File: config.mk
export PLATFORM = sky130hd
export DESIGN_NAME = attribute_group_arbiter
export DESIGN_NICKNAME = d
export VERILOG_FILES = /design/src/rtl/attribute_group_arbiter.sv
export SDC_FILE = /design/constraint.sdc
export NUM_CORES = 1
export LEC_CHECK = 0
export CORE_AREA = 2 2 272 274
export CTS_CLUSTER_DIAMETER = 100
export DETAILED_ROUTE_END_ITERATION = 16
export DIE_AREA = 0 0 274 276
export PLACE_DENSITY = 0.73
export SETUP_SLACK_MARGIN = 0.5
export SYNTH_ARGS = -nofsm -noshare
export SYNTH_HDL_FRONTEND = slang
export SYNTH_SLANG_ARGS = --single-unit
File: constraint.sdc
create_clock -name clk -period 2.7 [get_ports clk]
set_clock_uncertainty 0.1 [all_clocks]
set_input_delay 0.54 -clock clk [delete_from_list [all_inputs] [get_ports clk]]
set_output_delay 0.54 -clock clk [all_outputs]
set_load 0.02 [all_outputs]
File: src/rtl/attribute_group_arbiter.sv
`default_nettype none
// ============================================================================
// Module   : attribute_group_arbiter
// Purpose  : Shares one registered attribute-result output among DATA_GROUPS
//            producers. Each producer fills a one-word holding register via
//            valid/ready; a fixed-priority or round-robin scheduler moves one
//            held word per cycle into a backpressured output stage.
// Revision : 1.0 - initial release
// ============================================================================
module attribute_group_arbiter #(
    parameter int ATTRIBUTE_DATA_WIDTH = 135,
    parameter int DATA_GROUPS          = 4,
    parameter int GROUP_SEL_WIDTH      = 2
) (
    input  logic                                        clk,
    input  logic                                        resetn,
    input  logic                                        priority_mode,
    input  logic [DATA_GROUPS-1:0]                      in_valid,
    output logic [DATA_GROUPS-1:0]                      in_ready,
    input  logic [DATA_GROUPS*ATTRIBUTE_DATA_WIDTH-1:0] in_data,
    output logic                                        out_valid,
    input  logic                                        out_ready,
    output logic [ATTRIBUTE_DATA_WIDTH-1:0]             out_data,
    output logic [GROUP_SEL_WIDTH-1:0]                  out_group
);

    // Reset value of last_grant: makes the first round-robin search begin at 0.
    localparam logic [GROUP_SEL_WIDTH-1:0] c_LAST_GROUP = GROUP_SEL_WIDTH'(DATA_GROUPS - 1);

    logic [DATA_GROUPS-1:0]          r_hold_valid;
    logic [ATTRIBUTE_DATA_WIDTH-1:0] r_hold_data [DATA_GROUPS];
    logic                            r_out_valid;
    logic [ATTRIBUTE_DATA_WIDTH-1:0] r_out_data;
    logic [GROUP_SEL_WIDTH-1:0]      r_out_group;
    logic [GROUP_SEL_WIDTH-1:0]      r_last_grant;

    logic                            w_load_en;
    logic                            w_any_pending;
    logic                            w_grant;
    logic [GROUP_SEL_WIDTH-1:0]      w_winner;

    // Highest pending index wins.
    function automatic logic [GROUP_SEL_WIDTH-1:0] f_fixed_pick(
        input logic [DATA_GROUPS-1:0] req
    );
        f_fixed_pick = '0;
        for (int i = 0; i < DATA_GROUPS; i++) begin
            if (req[i]) begin
                f_fixed_pick = GROUP_SEL_WIDTH'(i);
            end
        end
    endfunction

    // First pending index after 'last', wrapping; 'last' itself is tried last.
    // Scanning from the farthest offset down lets the nearest hit overwrite.
    function automatic logic [GROUP_SEL_WIDTH-1:0] f_rr_pick(
        input logic [DATA_GROUPS-1:0]     req,
        input logic [GROUP_SEL_WIDTH-1:0] last
    );
        int                         idx;
        logic [GROUP_SEL_WIDTH-1:0] sel;
        f_rr_pick = last;
        for (int k = DATA_GROUPS; k >= 1; k--) begin
            idx = int'(last) + k;
            if (idx >= DATA_GROUPS) begin
                idx = idx - DATA_GROUPS;
            end
            sel = GROUP_SEL_WIDTH'(idx);
            if (req[sel]) begin
                f_rr_pick = sel;
            end
        end
    endfunction

    assign w_load_en     = ~r_out_valid | out_ready;
    assign w_any_pending = |r_hold_valid;
    assign w_grant       = w_load_en & w_any_pending;
    assign w_winner      = priority_mode ? f_rr_pick(r_hold_valid, r_last_grant)
                                         : f_fixed_pick(r_hold_valid);

    // Holding registers: a grant frees a slot, an empty slot captures its input.
    // Grant and capture never coincide because a grant needs the slot full.
    always_ff @(posedge clk or negedge resetn) begin
        if (!resetn) begin
            r_hold_valid <= '0;
            for (int i = 0; i < DATA_GROUPS; i++) begin
                r_hold_data[i] <= '0;
            end
        end else begin
            for (int i = 0; i < DATA_GROUPS; i++) begin
                if (w_grant && (w_winner == GROUP_SEL_WIDTH'(i))) begin
                    r_hold_valid[i] <= 1'b0;
                end else if (in_valid[i] && !r_hold_valid[i]) begin
                    r_hold_valid[i] <= 1'b1;
                    r_hold_data[i]  <= in_data[i*ATTRIBUTE_DATA_WIDTH +: ATTRIBUTE_DATA_WIDTH];
                end
            end
        end
    end

    // Output stage: loads the winner when free or being drained, else holds.
    always_ff @(posedge clk or negedge resetn) begin
        if (!resetn) begin
            r_out_valid  <= 1'b0;
            r_out_data   <= '0;
            r_out_group  <= '0;
            r_last_grant <= c_LAST_GROUP;
        end else if (w_load_en) begin
            r_out_valid <= w_any_pending;
            if (w_any_pending) begin
                r_out_data   <= r_hold_data[w_winner];
                r_out_group  <= w_winner;
                r_last_grant <= w_winner;
            end
        end
    end

    // Ready is purely the slot-empty flag, with no path from out_ready.
    assign in_ready  = ~r_hold_valid;
    assign out_valid = r_out_valid;
    assign out_data  = r_out_data;
    assign out_group = r_out_group;

endmodule
`default_nettype wire

==> impl_metrics.py <==
metrics = {
    "floorplan": {
        "coreArea_sq_um": 72590,
        "die_w_microns": 274,
        "ios": 690,
        "start_util": 0.4250,
        "fp-row-count": 99,
        "die_h_microns": 276,
        "dieArea_sq_um": 75620,
    },
    "synth": {
        "synth_cells": 2152,
        "syn-cell-area_sq_um": 30850,
        "synth_fa_ha_area_frac": 0,
        "synth_area_leaders": "dfrtp_1, mux2_2, a41oi_2",
        "post-synth-top-count-cell": "dfrtp_1",
        "synth-edff-count": 0,
        "async_flop_share": 1.000,
        "synth_mux_area_frac": 0.2409,
        "syn-num-nets": 2700,
        "synth_commonest_cells": "dfrtp_1, mux2_2, and2_1, nand4_1, mux2i_1",
        "synth_ff_type": "dfrtp_1",
        "yosys.area_share.simple": 0.06027,
        "synth_xor_area_frac": 0,
        "synth-compound-area-share": 0.1098,
        "avgSynthCellArea_sq_um": 14.33,
        "synth_top_area_share": 0.5533,
        "synth_top_family_by_area": "multiplexers",
        "ys_seq_area_frac": 0.5550,
        "synth_area_leader_cell": "dfrtp_1",
        "yosysWarnings": 0,
        "synth_cell_types": 37,
        "ys_ff_latch": 684,
    },
    "finish": {
        "drive_above_1_share": 0.3750,
        "stdcell_count": 4018,
        "syn2layout_area_growth_pct": 46.11,
        "final_area_sq_um": 45070,
        "nFillCells": 5436,
        "nNetsFinal": 3510,
    },
    "critical_path": {
        "cp-end-kind": "register",
        "r2r_start": "r_last_grant[0]$_DFFE_PN1P_",
        "worstSetupPathType": "register to register",
        "reg2reg_depth": 10,
        "cp_common_cell": "buf_12",
        "crit_path_start_kind": "register",
        "critPathSlowestCell": "dfstp_2",
        "rrSetupSlack_ns": 0.24,
        "path_cells": "buf_4, nor2b_1, o21ai_1, nand4_1, buf_6, or2_4, buf_12, buf_12, buf_16, o211ai_1",
        "slowest_delay_ns": 0.60,
        "required_ns": 3.12,
        "worstPathArrival_ns": 2.88,
        "worst_r2r_endpoint": "out_data[11]$_DFFE_PN0P_",
        "cp_max_fo": 7,
    },
    "power": {
        "p_per_area_nw_per_um2": 1257,
        "ir_drop_v": 0.0006486,
        "p_leak_nw": 18.59,
    },
    "clock_tree": {
        "clk_pin_slew_ns": 0.07,
        "clk_latency_ns": 0.63,
        "ctsRootBufferMaster": "clkbuf_16",
        "cts_max_level": 3,
        "cts_made_buffers": 75,
        "clock_path_buffers": 3,
        "cts_tree": "done",
        "cts.sinks": 684,
    },
    "sta": {
        "fin_crit_ns": 2.458,
        "report.final.slew_viol_count": 0,
        "relSlewSlack": 0.5930,
        "hold_ws_ns": 0.3718,
        "fin_crit_sh": 0.9105,
        "finalHoldViolations": 0,
        "fmax_mhz": 406.8,
        "worstMarginPinSlew_ns": 0.6106,
        "final-setup-viol-count": 0,
        "grt_setup_unrepaired": "yes",
    },
    "place": {
        "dp_cells": 3721,
        "hpwl_microns": 72550,
        "place_congestion": 0.8964,
        "port-buffer-count": 689,
        "placed_cell_area_sq_um": 39600,
    },
    "min_path": {
        "hp-class": "input port to async pin",
    },
    "global_routing": {
        "antenna_found_initial": 49,
        "grt_pass1_wl_microns": 169700,
        "grt_pass1_vias": 25484,
        "grt-ovfl-total": 0,
        "grt_max_degree": 85,
        "grtUsageTotal": 0.3008,
    },
    "route": {
        "wl_per_cell_microns": 28.87,
        "top_layer": "met5",
        "wl_met2_microns": 56750,
        "detail_route.vias_per_cell": 5.805,
        "dr_total_vias": 23326,
        "drt_iter0_markers": 1691,
        "wl_microns": 116000,
        "firstDrtPassIters": 5,
        "drt-met1-wl_microns": 45570,
        "drtAntennaViolNets": 0,
        "met3_length_microns": 7111,
        "drc": 0,
    },
    "job": {
        "maxCapViolations": 0,
    },
    "status": {
        "status": "finished, final reports clean",
    },
}
## worst max-delay path by stage
stage	start	endpoint	cells past startpoint
floorplan	r_hold_valid[3]$_DFFE_PN0P_	out_data[105]$_DFFE_PN0P_	8
global placement	priority_mode	out_data[114]$_DFFE_PN0P_	8
detailed placement	priority_mode	out_data[114]$_DFFE_PN0P_	8
CTS	r_last_grant[0]$_DFFE_PN1P_	out_data[9]$_DFFE_PN0P_	9
global route	r_last_grant[0]$_DFFE_PN1P_	out_data[28]$_DFFE_PN0P_	10
finish	r_last_grant[0]$_DFFE_PN1P_	out_data[11]$_DFFE_PN0P_	10
## report_power, final
part           total (W)  switching [W]  internal, W
logic             0.0271         0.0127       0.0144
clock network     0.0105        0.00444      0.00609
registers         0.0191        0.00353       0.0155
## worst max-delay path, delay by kind of cell (launching register included)
kind / cells / cell delay [ns]
compound gates: 2 / 0.37
simple gates: 3 / 0.52
flops: 1 / 0.60
buf+inv: 5 / 0.75
## flip-flops by register name, summed over array words and instances (netlist names)
name and flops:
r_hold_valid 4, out_data 135, r_last_grant 2, out_valid 1, out_group 2, r_hold_data 540
## metrics by stage
| step | total power, W | TNS (ns) | util | setup slack (ns) |
|---|---|---|---|---|
| 2_1_floorplan | 0.03154 | 0 | - | 0.6658 |
| 3_3_place_gp | 0.03934 | -0.6751 | 0.5456 | -0.09645 |
| 3_5_place_dp | 0.04019 | -5.783 | 0.5456 | -0.1384 |
| 4_1_cts | 0.05569 | 0 | 0.6131 | 0.3031 |
| 5_1_grt | 0.05895 | 0 | 0.6207 | 0.1882 |
| 6_report | 0.05666 | 0 | 0.6209 | 0.2417 |
## cell families (layout without fill, tap and decap cells)
kind of cell           after synthesis  after routing
and+or+nand+nor                    299            299
muxes                              675            675
other                                0             38
DFF                                684            684
AOI/OAI and AO/OA                  289            289
buffers and inverters              205           1074
## cell usage in the layout (no fill, tap or decap), types with 3 or more instances in the layout
cell               n
clkdlybuf4s50_1  546
o211ai_1          75
bufbuf_16          8
clkbuf_16         80
a41oi_1           22
buf_4             78
nand2_1            3
dfrtp_1          678
nor2b_4            4
diode_2           38
mux2i_2           19
clkbuf_1          11
inv_6              5
clkinv_2          19
clkbuf_8          16
mux2i_4            9
o211ai_2          59
mux2i_1          107
nand4_1          136
inv_1              7
and2_1           135
nor2b_1            6
buf_6             15
dlygate4sd2_1    138
o21a_1             4
buf_16            59
buf_12            71
buf_8              6
dfrtp_2            4
mux2_2           540
a41oi_2          110
a41oi_4            4
bufinv_16          5
## final cells by class
type                       instances  area (sq um)  area share
antenna                           38         95.09    0.002110
clock buffer                     102          2138     0.04744
clock inverter                    34         385.4    0.008550
inverter                           7         26.28   0.0005830
multi-input combinational       1263         13110      0.2909
sequential                       684         17120      0.3799
tap                              959          1200     0.02662
timing repair buffer             931         10990      0.2439
## routing by layer
metal,vias up,GRT usage
met4,24,0.1720
met3,314,0.06097
li1,9840,-
met2,943,0.4883
met1,12205,0.3729
met5,-,0
## repair_timing
item	CTS	global route
cloned	49	5
pin swaps	96	37
endpoints found under the setup margin	283	141
endpoints found under the hold margin	32	0
hold buffers	1	0
gates resized for setup	290	32
buffers inserted	45	23
(Power assumes the default switching activity.)
